## config.mk

```make
export PLATFORM = sky130hd
export DESIGN_NAME = multdiv_sched_flat
export DESIGN_NICKNAME = d
export VERILOG_FILES = /design/src/rtl/multdiv_sched_if.sv /design/src/rtl/multdiv_sched.sv /design/src/flat_wrapper.sv
export SDC_FILE = /design/constraint.sdc
export NUM_CORES = 1
export LEC_CHECK = 0
export CAP_MARGIN = 30
export CORE_AREA = 10 10 182 99
export CTS_BUF_LIST = sky130_fd_sc_hd__clkbuf_4 sky130_fd_sc_hd__clkbuf_8
export DETAILED_ROUTE_END_ITERATION = 7
export DIE_AREA = 0 0 192 109
export GPL_TIMING_DRIVEN = 0
export PLACE_DENSITY = 0.87
export REMOVE_ABC_BUFFERS = 1
export SLEW_MARGIN = 20
export SYNTH_ARGS = -nofsm -noshare
export SYNTH_HDL_FRONTEND = slang
export SYNTH_SLANG_ARGS = --single-unit
```

## constraint.sdc

```tcl
create_clock -name clk_i -period 3.7 [get_ports clk_i]
set_input_delay 0.74 -clock clk_i [delete_from_list [all_inputs] [get_ports clk_i]]
set_output_delay 0.74 -clock clk_i [all_outputs]
set_load 0.1 [all_outputs]
```

## src/rtl/multdiv_sched_if.sv

```systemverilog
// multdiv_sched_if: requester request/response bus plus the shared mult/div unit port.
// Latency: none, wiring only.
// Backpressure: req_valid_i held until req_ready_o; rsp_valid_o held until rsp_ready_i.
interface multdiv_sched_if;
  logic [1:0]  req_valid_i;
  logic [1:0]  req_div_i;
  logic [63:0] req_a_i;
  logic [63:0] req_b_i;
  logic [1:0]  req_ready_o;
  logic [1:0]  rsp_valid_o;
  logic [1:0]  rsp_ready_i;
  logic [31:0] rsp_hi_o;
  logic [31:0] rsp_lo_o;
  logic [3:0]  mdu_ctl_o;
  logic [31:0] mdu_op1_o;
  logic [31:0] mdu_op2_o;
  logic        mdu_stall_i;
  logic [31:0] mdu_res_i;
  logic        busy_o;

  // Scheduler side.
  modport slave (
    input  req_valid_i, req_div_i, req_a_i, req_b_i, rsp_ready_i, mdu_stall_i, mdu_res_i,
    output req_ready_o, rsp_valid_o, rsp_hi_o, rsp_lo_o, mdu_ctl_o, mdu_op1_o, mdu_op2_o, busy_o
  );

  // Requesters plus the arithmetic unit.
  modport master (
    output req_valid_i, req_div_i, req_a_i, req_b_i, rsp_ready_i, mdu_stall_i, mdu_res_i,
    input  req_ready_o, rsp_valid_o, rsp_hi_o, rsp_lo_o, mdu_ctl_o, mdu_op1_o, mdu_op2_o, busy_o
  );
endinterface

```

## src/rtl/multdiv_sched.sv

```systemverilog
// multdiv_sched: round-robin share of one mult/div unit by two requesters; MULTDIV_SCHED_REUSE_EN adds a one-entry result cache.
// Latency: multiply accept->response MULT_LAT+3 cycles; divide 3 cycles after stall is seen low; cache hit 1 cycle.
// Backpressure: response held until rsp_ready_i; requests arriving while busy wait without req_ready_o.
module multdiv_sched #(
  parameter int unsigned MULT_LAT = 2
) (
  input  logic clk_i,
  input  logic rst_ni,
  multdiv_sched_if.slave bus
);

  typedef enum logic [2:0] {IDLE, ISSUE, WAIT, RD_LO, RD_HI, RESP} state_t;

  localparam logic [3:0] CTL_MUL   = 4'b1100;
  localparam logic [3:0] CTL_DIV   = 4'b1101;
  localparam logic [3:0] CTL_RD_LO = 4'b1001;
  localparam logic [3:0] CTL_RD_HI = 4'b1000;
  localparam logic [7:0] WAIT_LAST = 8'(MULT_LAT - 1);

  state_t      state;
  logic        ptr;
  logic        id;
  logic        div_q;
  logic [31:0] a_q;
  logic [31:0] b_q;
  logic [31:0] hi_q;
  logic [31:0] lo_q;
  logic [7:0]  cnt;
  logic [1:0]  req_ready_q;
  logic [1:0]  rsp_valid_q;
  logic [3:0]  ctl_q;
  logic [31:0] op1_q;
  logic [31:0] op2_q;
  logic        busy_q;

  logic        sel;
  logic        sel_div;
  logic [31:0] sel_a;
  logic [31:0] sel_b;

`ifdef MULTDIV_SCHED_REUSE_EN
  logic        cache_vld;
  logic        cache_div;
  logic [31:0] cache_a;
  logic [31:0] cache_b;
  logic [31:0] cache_hi;
  logic [31:0] cache_lo;
  logic        hit_q;
  logic        sel_hit;

  assign sel_hit = cache_vld && (cache_div == sel_div) && (cache_a == sel_a) && (cache_b == sel_b);
`endif

  // Arbitration: a lone requester always wins, a tie goes to the pointer.
  always_comb begin
    sel = 1'b0;
    case (bus.req_valid_i)
      2'b01:   sel = 1'b0;
      2'b10:   sel = 1'b1;
      2'b11:   sel = ptr;
      default: sel = 1'b0;
    endcase
    sel_div = sel ? bus.req_div_i[1]      : bus.req_div_i[0];
    sel_a   = sel ? bus.req_a_i[63:32]    : bus.req_a_i[31:0];
    sel_b   = sel ? bus.req_b_i[63:32]    : bus.req_b_i[31:0];
  end

  // Scheduler FSM; every output is registered and set on the transition into its state.
  always_ff @(posedge clk_i) begin
    if (!rst_ni) begin
      state       <= IDLE;
      ptr         <= 1'b0;
      id          <= 1'b0;
      div_q       <= 1'b0;
      a_q         <= '0;
      b_q         <= '0;
      hi_q        <= '0;
      lo_q        <= '0;
      cnt         <= '0;
      req_ready_q <= '0;
      rsp_valid_q <= '0;
      ctl_q       <= '0;
      op1_q       <= '0;
      op2_q       <= '0;
      busy_q      <= 1'b0;
`ifdef MULTDIV_SCHED_REUSE_EN
      hit_q       <= 1'b0;
`endif
    end else begin
      case (state)
        IDLE: begin
          if (|bus.req_valid_i) begin
            id          <= sel;
            div_q       <= sel_div;
            a_q         <= sel_a;
            b_q         <= sel_b;
            op1_q       <= sel_a;
            op2_q       <= sel_b;
            req_ready_q <= sel ? 2'b10 : 2'b01;
            busy_q      <= 1'b1;
            state       <= ISSUE;
`ifdef MULTDIV_SCHED_REUSE_EN
            hit_q       <= sel_hit;
            ctl_q       <= sel_hit ? 4'b0000 : (sel_div ? CTL_DIV : CTL_MUL);
`else
            ctl_q       <= sel_div ? CTL_DIV : CTL_MUL;
`endif
          end
        end
        ISSUE: begin
          req_ready_q <= '0;
          ctl_q       <= '0;
`ifdef MULTDIV_SCHED_REUSE_EN
          if (hit_q) begin
            // Identical to the cached operation: answer without touching the unit.
            hi_q        <= cache_hi;
            lo_q        <= cache_lo;
            op1_q       <= '0;
            op2_q       <= '0;
            rsp_valid_q <= id ? 2'b10 : 2'b01;
            state       <= RESP;
          end else begin
            cnt   <= WAIT_LAST;
            state <= WAIT;
          end
`else
          cnt   <= WAIT_LAST;
          state <= WAIT;
`endif
        end
        WAIT: begin
          // Multiply counts a fixed latency; divide waits for the unit to drop stall.
          if (div_q ? !bus.mdu_stall_i : (cnt == 8'd0)) begin
            ctl_q <= CTL_RD_LO;
            state <= RD_LO;
          end else if (!div_q) begin
            cnt <= cnt - 8'd1;
          end
        end
        RD_LO: begin
          lo_q  <= bus.mdu_res_i;
          ctl_q <= CTL_RD_HI;
          state <= RD_HI;
        end
        RD_HI: begin
          hi_q        <= bus.mdu_res_i;
          ctl_q       <= '0;
          op1_q       <= '0;
          op2_q       <= '0;
          rsp_valid_q <= id ? 2'b10 : 2'b01;
          state       <= RESP;
        end
        RESP: begin
          if (bus.rsp_ready_i[id]) begin
            rsp_valid_q <= '0;
            busy_q      <= 1'b0;
            ptr         <= ~id;
            state       <= IDLE;
          end
        end
        default: state <= IDLE;
      endcase
    end
  end

`ifdef MULTDIV_SCHED_REUSE_EN
  // Remember the last completed operation at its response handshake.
  always_ff @(posedge clk_i) begin
    if (!rst_ni) begin
      cache_vld <= 1'b0;
    end else if ((state == RESP) && bus.rsp_ready_i[id]) begin
      cache_vld <= 1'b1;
      cache_div <= div_q;
      cache_a   <= a_q;
      cache_b   <= b_q;
      cache_hi  <= hi_q;
      cache_lo  <= lo_q;
    end
  end
`endif

  assign bus.req_ready_o = req_ready_q;
  assign bus.rsp_valid_o = rsp_valid_q;
  assign bus.rsp_hi_o    = hi_q;
  assign bus.rsp_lo_o    = lo_q;
  assign bus.mdu_ctl_o   = ctl_q;
  assign bus.mdu_op1_o   = op1_q;
  assign bus.mdu_op2_o   = op2_q;
  assign bus.busy_o      = busy_q;

endmodule

```

## src/flat_wrapper.sv

```systemverilog
// flat-port wrapper written by rule: the top's interface ports become plain ports
module multdiv_sched_flat 
#(
  parameter int unsigned MULT_LAT = 2
)
  (clk_i, rst_ni, bus_req_valid_i, bus_req_div_i, bus_req_a_i, bus_req_b_i, bus_rsp_ready_i, bus_mdu_stall_i, bus_mdu_res_i, bus_req_ready_o, bus_rsp_valid_o, bus_rsp_hi_o, bus_rsp_lo_o, bus_mdu_ctl_o, bus_mdu_op1_o, bus_mdu_op2_o, bus_busy_o);
  multdiv_sched_if bus_i ();
  input  logic clk_i;
  input  logic rst_ni;
  input wire logic [$bits(bus_i.req_valid_i)-1:0] bus_req_valid_i;
  input wire logic [$bits(bus_i.req_div_i)-1:0] bus_req_div_i;
  input wire logic [$bits(bus_i.req_a_i)-1:0] bus_req_a_i;
  input wire logic [$bits(bus_i.req_b_i)-1:0] bus_req_b_i;
  input wire logic [$bits(bus_i.rsp_ready_i)-1:0] bus_rsp_ready_i;
  input wire logic [$bits(bus_i.mdu_stall_i)-1:0] bus_mdu_stall_i;
  input wire logic [$bits(bus_i.mdu_res_i)-1:0] bus_mdu_res_i;
  output wire logic [$bits(bus_i.req_ready_o)-1:0] bus_req_ready_o;
  output wire logic [$bits(bus_i.rsp_valid_o)-1:0] bus_rsp_valid_o;
  output wire logic [$bits(bus_i.rsp_hi_o)-1:0] bus_rsp_hi_o;
  output wire logic [$bits(bus_i.rsp_lo_o)-1:0] bus_rsp_lo_o;
  output wire logic [$bits(bus_i.mdu_ctl_o)-1:0] bus_mdu_ctl_o;
  output wire logic [$bits(bus_i.mdu_op1_o)-1:0] bus_mdu_op1_o;
  output wire logic [$bits(bus_i.mdu_op2_o)-1:0] bus_mdu_op2_o;
  output wire logic [$bits(bus_i.busy_o)-1:0] bus_busy_o;
  assign bus_i.req_valid_i = bus_req_valid_i;
  assign bus_i.req_div_i = bus_req_div_i;
  assign bus_i.req_a_i = bus_req_a_i;
  assign bus_i.req_b_i = bus_req_b_i;
  assign bus_i.rsp_ready_i = bus_rsp_ready_i;
  assign bus_i.mdu_stall_i = bus_mdu_stall_i;
  assign bus_i.mdu_res_i = bus_mdu_res_i;
  assign bus_req_ready_o = bus_i.req_ready_o;
  assign bus_rsp_valid_o = bus_i.rsp_valid_o;
  assign bus_rsp_hi_o = bus_i.rsp_hi_o;
  assign bus_rsp_lo_o = bus_i.rsp_lo_o;
  assign bus_mdu_ctl_o = bus_i.mdu_ctl_o;
  assign bus_mdu_op1_o = bus_i.mdu_op1_o;
  assign bus_mdu_op2_o = bus_i.mdu_op2_o;
  assign bus_busy_o = bus_i.busy_o;
  multdiv_sched #(.MULT_LAT(MULT_LAT)) u_core (.clk_i(clk_i), .rst_ni(rst_ni), .bus(bus_i));
endmodule
```

## Word-level counts from Yosys, hierarchy flattened

Cells that the tools add are included.

| word-level totals | value |
|---|---|
| logic and storage cells | 79 |
| output and inout bits | 137 |
| register bits after elaboration | 151 |
| input bits | 169 |

| cells by class | value |
|---|---|
| equal/unequal tests | 12 |
| multiplexer cells | 31 |
| add/subtract/negate cells | 1 |
| reductions and logical operators | 20 |
| bitwise operators | 1 |
| order comparisons | 1 |

Operators by type and width:

| cell | count |
|---|---|
| 32-bit two-way mux | 4 |
| 32-bit case mux with 2 select lines | 2 |
| 3-bit case mux with 6 select lines | 1 |
| 8-bit two-way mux | 2 |
| 4-bit case mux with 4 select lines | 1 |
| 8-bit case mux with 2 select lines | 1 |
| 3-bit AND reduction | 4 |
| 2-bit AND reduction | 5 |
| 2-bit nonzero test | 5 |
| 3-bit two-way mux | 3 |
| 8-bit zero test | 1 |
| 2-bit two-way mux | 4 |
| 4-bit two-way mux | 2 |
| 2-bit case mux with 2 select lines | 2 |
| 8-bit by 1-bit subtractor with 8-bit output (second input constant) | 1 |
| 1-bit two-way mux | 7 |
| 3-bit by 2-bit equality test with 1-bit output (second input constant) | 2 |
| 3-bit equality test (second input constant) | 2 |
| 2-bit by 1-bit inequality test with 1-bit output (second input constant) | 3 |
| 2-bit equality test (second input constant) | 2 |
| 2-bit inequality test (second input constant) | 2 |
| 1-bit case mux with 2 select lines | 2 |
| 4-bit nonzero test | 1 |
| 2-bit OR reduction | 2 |
| 5 further kinds | 5 |

## Longest topological paths before layout

Gate-level depths: netlist of run 1.

| logic depth | value |
|---|---|
| depth in word-level cells | 6 |
| gate-level depth with buffers | 8 |
| mapped depth without buffers | 6 |

## Worst setup path after synthesis of run 1

OpenSTA, ideal clock, no wires.

| timing path | value |
|---|---|
| path type | input-to-reg |
| start point | input port bus_req_valid_i[1] |
| end point | register u_core.op2_q[10] (netlist: u_core.bus.mdu_op2_o[10]) |
| buffers on the path | 3 |
| slack | 1709 ps |
| library setup time | 132 ps |
| required time | 3568 ps |
| cell stages on the path | 6 |
| data arrival time | 1858 ps |
| cells stage by stage | clkbuf_1 -> o21ai_1 -> clkbuf_1 -> buf_1 -> a21o_1 -> a21oi_1 |

| on the way | value |
|---|---|
| word-level cells in the longest chain between the ends | 5 |
| elaborated cells on any way between the ends | 9 |
| those cells by class | 3 x eq/ne; 4 x mux; 2 x reduce/logical |

Ends and longest elaborated chain:

| what | line | RTL |
|---|---|---|
| start: declaration | flat_wrapper.sv:10 | `input wire logic [$bits(bus_i.req_valid_i)-1:0] bus_req_valid_i;` |
| 2-bit equality test | multdiv_sched.sv:57 | `case (bus.req_valid_i)` |
| 1-bit case mux with 2 select lines | multdiv_sched.sv:57 |  |
| 32-bit two-way mux | multdiv_sched.sv:65 | `sel_b = sel ? bus.req_b_i[63:32] : bus.req_b_i[31:0];` |
| 32-bit two-way mux | multdiv_sched.sv:92 | `if (\|bus.req_valid_i) begin` |
| 32-bit case mux with 2 select lines | multdiv_sched.sv:90 | `case (state)` |
| end signal: assignment | multdiv_sched.sv:98 | `op2_q <= sel_b;` |
| end: declaration | multdiv_sched.sv:33 | `logic [31:0] op2_q;` |

Several ways; a longest one is shown, not always the timed one. The select of a mux whose other input is x is not followed.
A chain may end at the register's enable or synchronous reset.

## Worst setup path in the final report of run 1

| timing path | value |
|---|---|
| start point | register u_core.ctl_q[0] (netlist: u_core.bus.mdu_ctl_o[0]) |
| end point | output port bus_mdu_ctl_o[0] |

RTL lines:

| what | line | RTL |
|---|---|---|
| start: declaration | multdiv_sched.sv:31 | `logic [3:0] ctl_q;` |
| start signal: assignment | multdiv_sched.sv:106 | `ctl_q <= sel_div ? CTL_DIV : CTL_MUL;` |
| end: declaration | flat_wrapper.sv:21 | `output wire logic [$bits(bus_i.mdu_ctl_o)-1:0] bus_mdu_ctl_o;` |

No word-level cell between the ends.

==> results of run 1 <==
-- cell type report --
type | instances | area, um^2
fillers | 1176 | 4420
multi-input cells | 609 | 3490
repair buffers | 317 | 3370
flip-flops and latches | 150 | 3000
well taps | 204 | 255
clock buffers | 17 | 234
clock inverters | 15 | 139
inverters | 7 | 31.3
-- state kept, by name, indices dropped and copies added, names as in the netlist, 3 cells and up --
register / flops
u_core.bus.mdu_ctl_o: 3
u_core.bus.mdu_op1_o: 32
u_core.bus.mdu_op2_o: 32
u_core.bus.rsp_hi_o: 32
u_core.bus.rsp_lo_o: 32
u_core.cnt: 8
u_core.state: 3
-- metal layers --
metal | up-vias | global-route usage, %
li1 | 3415 | -
met1 | 3308 | 29.3
met2 | 249 | 36.9
met3 | 14 | 6.66
met4 | 0 | 3.63
met5 | - | 0
-- through the flow --
step	instances	area, um^2
after floorplan	766	6480
after global placement	1274	9780
after detailed placement	1287	10100
after CTS	1319	10500
after global routing	1319	10500
final	1319	10500
-- synth_stat cells, drive strengths merged --
cell     instances
a21o            64
o21a             2
inv              7
nand3            3
dfxtp          150
nor3             6
o31ai            3
o211a            3
o22ai            1
nand3b          64
o31a             1
or4              4
a22oi            1
ha               2
nor2            13
or3b             1
or3              2
o211ai           3
and2             1
a211oi           2
nand2          137
a31oi            2
xnor2            1
mux2i            2
o41ai            1
nand4b           1
nor2b            3
or2              1
a221oi           1
a2bb2oi          2
o221a            1
a21oi          138
clkbuf          58
nand2b          68
a21bo            1
o21ai           71
xor2             1
nor4b            1
buf             18
conb             1
-- placed cells by master (no fill, tap or decap), types with 3 or more instances in the layout --
| cell | synthesis | layout |
|---|---|---|
| dfxtp_1 | 150 | 150 |
| a21oi_1 | 138 | 138 |
| clkdlybuf4s50_1 | 0 | 303 |
| nor3_1 | 4 | 4 |
| nand3b_1 | 64 | 64 |
| clkbuf_8 | 0 | 17 |
| inv_6 | 0 | 8 |
| nand3_1 | 3 | 3 |
| nor2_1 | 13 | 12 |
| nand2_1 | 137 | 136 |
| o211a_1 | 3 | 3 |
| or4_1 | 4 | 4 |
| buf_16 | 0 | 9 |
| buf_12 | 0 | 4 |
| nand2b_1 | 68 | 68 |
| o21ai_0 | 67 | 67 |
| inv_1 | 4 | 4 |
| a21o_1 | 64 | 64 |
| o31ai_1 | 3 | 3 |
-- worst max path at each step --
stage	startpoint	to	cells past startpoint
finish	u_core.bus.mdu_ctl_o[0]$_SDFFE_PN0P_	bus_mdu_ctl_o[0]	1
global route	u_core.bus.rsp_lo_o[22]$_SDFFE_PN0P_	bus_rsp_lo_o[22]	1
CTS	u_core.bus.mdu_ctl_o[0]$_SDFFE_PN0P_	bus_mdu_ctl_o[0]	1
detailed placement	bus_req_valid_i[0]	u_core.bus.mdu_op1_o[9]$_SDFFE_PN0P_	6
global placement	bus_req_valid_i[1]	u_core.bus.mdu_op1_o[6]$_SDFFE_PN0P_	4
floorplan	bus_req_valid_i[0]	u_core.div_q$_SDFFE_PN0P_	4
-- power by group through the flow --
stage               logic, W  clock network, W  registers [W]
floorplan           0.000723                 0        0.00315
global placement     0.00270                 0        0.00196
detailed placement   0.00278                 0        0.00197
CTS                  0.00279           0.00123        0.00194
global route         0.00292           0.00130        0.00196
finish               0.00278           0.00120        0.00194
-- cell families (layout without fill, tap and decap cells) --
| family | Yosys count | after routing |
|---|---|---|
| AND/OR/NAND/NOR | 305 | 305 |
| AO/OA/AOI/OAI | 297 | 297 |
| flip-flops | 150 | 150 |
| buffers and inverters | 83 | 356 |
| adder cells (fa/ha/maj) | 2 | 2 |
| XOR/XNOR | 2 | 2 |
| multiplexers | 2 | 2 |
| other | 1 | 1 |
==> run_results.csv, run 1 <==
group,metric,value,unit
synth,avgSynthCellArea,8.07,um^2
clock_network,ctsResizeCount,0,
clock_network,post-cts-setup-buffers,0,
die,start_util,45.5,%
clock_network,ctsHtreeMaxLevel,4,
sta,setup_tns,0,ps
power_and_ir_drop,switchingPower,0.00274,W
power_and_ir_drop,irDropWorstVdd,0.413,mV
setup_path,slowest_stage,"clkdlybuf4s50_1",
run_status,outcome,"finished clean",
grt,antenna_found_initial,0,
worst_hold_path,hold_depth,2,
die,num_rows,32,
setup_path,startpoint_type,"flop",
sta,whs,456,ps
synth,yosysTopAreaCellShare,44.2,%
grt,grt_pass1_wl,37.6,mm
drt,vias_per_cell,5.30,
die,die_h,109,um
sta,setup_viol,0,
synth,synth_seq_area_share,44.2,%
worst_hold_path,hp-start,"u_core.bus.rsp_lo_o[26]$_SDFFE_PN0P_",
worst_hold_path,min_to,"u_core.bus.rsp_lo_o[26]$_SDFFE_PN0P_",
drt,route.met2.wl,11.6,mm
grt,grt_max_degree,80,
synth,synth_top_area_cell,"dfxtp_1",
final_layout,syn_to_final_growth,54.8,%
synth,ys_types,50,
synth,synth_top_family_by_area,"compound AO/OA/AOI/OAI gates",
drt,drtPass1Iterations,5,
setup_path,crit_family,"buffers and inverters",
power_and_ir_drop,switching_share,46.3,%
setup_path,end_kind,"primary output",
synth,syn_area,0.00680,mm^2
final_layout,drive_gt1_share,5.83,%
sta,slew_violations,0,
drt,ant_nets,0,
synth,synth_area_leaders,"dfxtp_1 44%, a21oi_1 10%, nand2_1 7.6%, a21o_1 7.1%, nand3b_1 7.1%",
sta,period_share,74.1,%
drt,num_vias,6986,
setup_path,r2r_end,"u_core.bus.rsp_hi_o[31]$_SDFFE_PN0N_",
drt,wl_met1,11.1,mm
power_and_ir_drop,p_leak,3.66,nW
synth,postSynthCellCount,842,
grt,grt_pass1_vias,6625,
clock_network,root_buffer,"clkbuf_8",
sta,finalCriticalPeriod,2740,ps
power_and_ir_drop,p_total,0.00592,W
die,coreArea,0.0149,mm^2
setup_path,critPathMaxFanout,2,
grt,grt_usage,22.5,%
die,dieArea,0.0209,mm^2
setup_path,cpPeakStageDelay,1160,ps
setup_path,cp.required,2960,ps
flow_run,drv_cap,0,
setup_path,crit_buf_inv,1,
drt,top_layer,"met4",
setup_path,rrSetupSlack,1470,ps
grt,overflow,0,
synth,synth_xor_area_share,0.258,%
power_and_ir_drop,internal_power,0.00318,W
clock_network,clkTransAtPathRegs,90,ps
clock_network,cts_made_buffers,17,
power_and_ir_drop,pwr-share-comb,47.0,%
setup_path,r2r_cells,4,
synth,synth-simple-area-share,24.2,%
power_and_ir_drop,p_seq_share,32.7,%
placement,numPortBuffers,304,
clock_network,clk_path_buf_depth,2,
setup_path,rr_startpoint,"u_core.state[2]$_SDFFE_PN0P_",
synth,ys_warn_count,0,
sta,skew,16.7,ps
clock_network,cts_tree,"done",
setup_path,path_class,"flop to primary output",
synth,synthMuxAreaShare,0.295,%
worst_hold_path,hold_path_class,"flop to flop",
final_layout,fin_util,70.4,%
placement,globalplace.congestion,0.852,
sta,hold_viol_final,0,
sta,fin_ws,959,ps
placement,dpl.hpwl,18.3,mm
drt,met3_length,1.99,mm
setup_path,worstPathCellList,"clkdlybuf4s50_1",
drt,drtIter0Drc,604,
synth,synth-compound-area-share,25.6,%
setup_path,crit_arrival,2000,ps
synth,ys_ff_latch,150,
sta,worst_pin_slew,1040,ps
drt,wirelength,24.9,mm
sta,fmax,365,MHz
power_and_ir_drop,clock_power_share,20.3,%
power_and_ir_drop,cellPowerDensity,563,mW/mm^2
sta,relSlewSlack,30.5,%
final_layout,nets,1273,
drt,drc,0,
sta,grt_setup_unrepaired,"no",
drt,wl_per_cell,18.9,um
final_layout,diodes,0,
die,pin_count,306,
die,die_w,192,um
clock_network,ctsHoldBuffers,0,
placement,place_ws,925,ps
clock_network,clk-insertion-delay-late,440,ps
synth,synth_fa_ha_area_share,0.368,%
clock_network,clkSinkCount,150,
Power figures use the tool's default switching activity.
==> run 2: changes to the inputs <==
CORE_AREA = 10 10 198 107   (was 10 10 182 99)
DIE_AREA = 0 0 208 117   (was 0 0 192 109)
PLACE_DENSITY = 0.78   (was 0.87)
clock period = 2.3 ns   (was 3.7 ns; I/O delays follow)
==> run 2 against run 1 <==
  * Final area down 1.6%
  * Clock-buffer cell count up 1
  * Worst setup slack worse by 820 ps
  * Combinational power up 54%
  * Core utilization down 13 points
  * Via count down 0.50%
==> run_results.csv, run 2 (synthesis gave the netlist of run 1 again) <==
group,metric,value,unit
final_layout,syn_to_final_growth,52.3,%
setup_path,crit_buf_inv,1,
die,die_w,208,um
sta,hold_viol_final,0,
setup_path,critPathMaxFanout,2,
clock_network,ctsHtreeMaxLevel,4,
die,num_rows,35,
setup_path,startpoint_type,"flop",
setup_path,crit_family,"buffers and inverters",
final_layout,final_cell_mix,"168 x clkdlybuf4s50_1, 150 x dfxtp_1, 138 x a21oi_1, 136 x nand2_1, 135 x dlygate4sd2_1",
clock_network,clk_path_buf_depth,2,
setup_path,cp.required,1840,ps
grt,antenna_found_initial,0,
sta,setup_viol,0,
setup_path,slowest_stage,"dlygate4sd2_1",
sta,grt_setup_unrepaired,"no",
sta,setup_tns,0,ps
setup_path,cpPeakStageDelay,890,ps
worst_hold_path,hold_path_class,"flop to flop",
clock_network,clk-insertion-delay-late,440,ps
flow_run,drv_cap,0,
grt,grt_pass1_wl,38.2,mm
power_and_ir_drop,irDropWorstVdd,0.785,mV
clock_network,post-cts-setup-buffers,0,
final_layout,diodes,0,
die,start_util,38.0,%
drt,wl_per_cell,19.0,um
drt,wirelength,25.6,mm
final_layout,drive_gt1_share,5.67,%
sta,finalCriticalPeriod,2160,ps
clock_network,cts_tree,"done",
placement,dpl.hpwl,18.5,mm
sta,relSlewSlack,31.6,%
die,dieArea,0.0243,mm^2
drt,ant_nets,0,
final_layout,layout_commonest_cell,"clkdlybuf4s50_1",
sta,fmax,463,MHz
grt,grt_max_degree,85,
placement,globalplace.congestion,0.817,
die,coreArea,0.0179,mm^2
placement,place_ws,-312,ps
setup_path,crit_arrival,1700,ps
drt,num_vias,6951,
sta,fin_ws,140,ps
die,die_h,117,um
run_status,outcome,"finished clean",
grt,grt_usage,19.6,%
die,pin_count,306,
drt,drc,0,
sta,slew_violations,0,
clock_network,root_buffer,"clkbuf_8",
grt,overflow,0,
grt,grt_pass1_vias,6440,
sta,period_share,93.9,%
clock_network,cts_made_buffers,17,
final_layout,nets,1270,
power_and_ir_drop,p_leak,4.22,nW
drt,vias_per_cell,5.14,
drt,drtPass1Iterations,5,
setup_path,path_class,"flop to primary output",
sta,worst_pin_slew,1030,ps
placement,numPortBuffers,304,
power_and_ir_drop,cellPowerDensity,920,mW/mm^2
drt,drtIter0Drc,608,
sta,skew,12.3,ps
setup_path,end_kind,"primary output",
clock_network,clkTransAtPathRegs,80,ps
setup_path,worstPathCellList,"dlygate4sd2_1",
clock_network,clkSinkCount,150,
## run 2: cell count changes in the layout (fill, tap and decap cells not counted), sizes merged, moves of 2 or more
cell | previous run | this run
buf | 14 | 10
clkdlybuf4s50 | 303 | 168
inv | 15 | 13
bufinv | 0 | 2
dlygate4sd2 | 0 | 135
## run 2: final timing paths
kind / from / to / slack, ps / depth (start not counted)
max: u_core.bus.mdu_ctl_o[0]$_SDFFE_PN0P_ / bus_mdu_ctl_o[0] / 140 / 1
min: u_core.bus.rsp_lo_o[28]$_SDFFE_PN0P_ / u_core.bus.rsp_lo_o[28]$_SDFFE_PN0P_ / 450 / 2
max reg2reg: u_core.state[0]$_SDFFE_PN0P_ / u_core.bus.mdu_op1_o[27]$_SDFFE_PN0P_ / 280 / 5
min reg2reg: u_core.bus.rsp_lo_o[28]$_SDFFE_PN0P_ / u_core.bus.rsp_lo_o[28]$_SDFFE_PN0P_ / 450 / 2
## run 2: stage by stage
| stage | hold slack [ps] | instance area, um^2 | std cells | total power, W | utilization (%) |
|---|---|---|---|---|---|
| floorplan | 441 | 6480 | 766 | 0.00624 | - |
| global placement | 440 | 9830 | 1310 | 0.00753 | 55.0 |
| detailed placement | 446 | 10100 | 1319 | 0.00764 | 56.5 |
| CTS | 456 | 10300 | 1351 | 0.00959 | 57.8 |
| global route | 474 | 10300 | 1352 | 0.00993 | 57.9 |
| finish | 452 | 10300 | 1352 | 0.00952 | 57.9 |
## run 2: cell type report
class                           instances  area [um^2]
Timing Repair Buffer                  313         3100
Sequential cell                       150         3000
Fill cell                            1648         7520
Clock inverter                         14          161
Tap cell                              240          300
Multi-Input combinational cell        610         3500
Clock buffer                           18          248
Inverter                                7         33.8
## run 2: layer usage
layer / global-route usage [%] / wire [um]
met3: 5.70 / 1860
met2: 29.4 / 11300
met1: 27.1 / 12300
met5: 0 / 0
met4: 4.08 / 210
## run 2: report_power, final
part | internal, W | leakage, nW | switching [W]
logic | 0.00121 | 2.80 | 0.00308
clock network | 0.00102 | 0.203 | 0.00110
registers | 0.00290 | 1.22 | 0.000207
## run 2: tightest hold or removal path, cell delays in order, from the launching register on
cell     delay (ps)
dfxtp_1         310
nand2_1          50
a21oi_1          50
## run 2: what timing repair did
item | 4_1_cts | 5_1_grt
endpoints found under the hold margin | 0 | 0
resized for setup | 136 | 2
gates cloned | 0 | 1
hold buffers | 0 | 0
setup endpoints to repair | 137 | 35
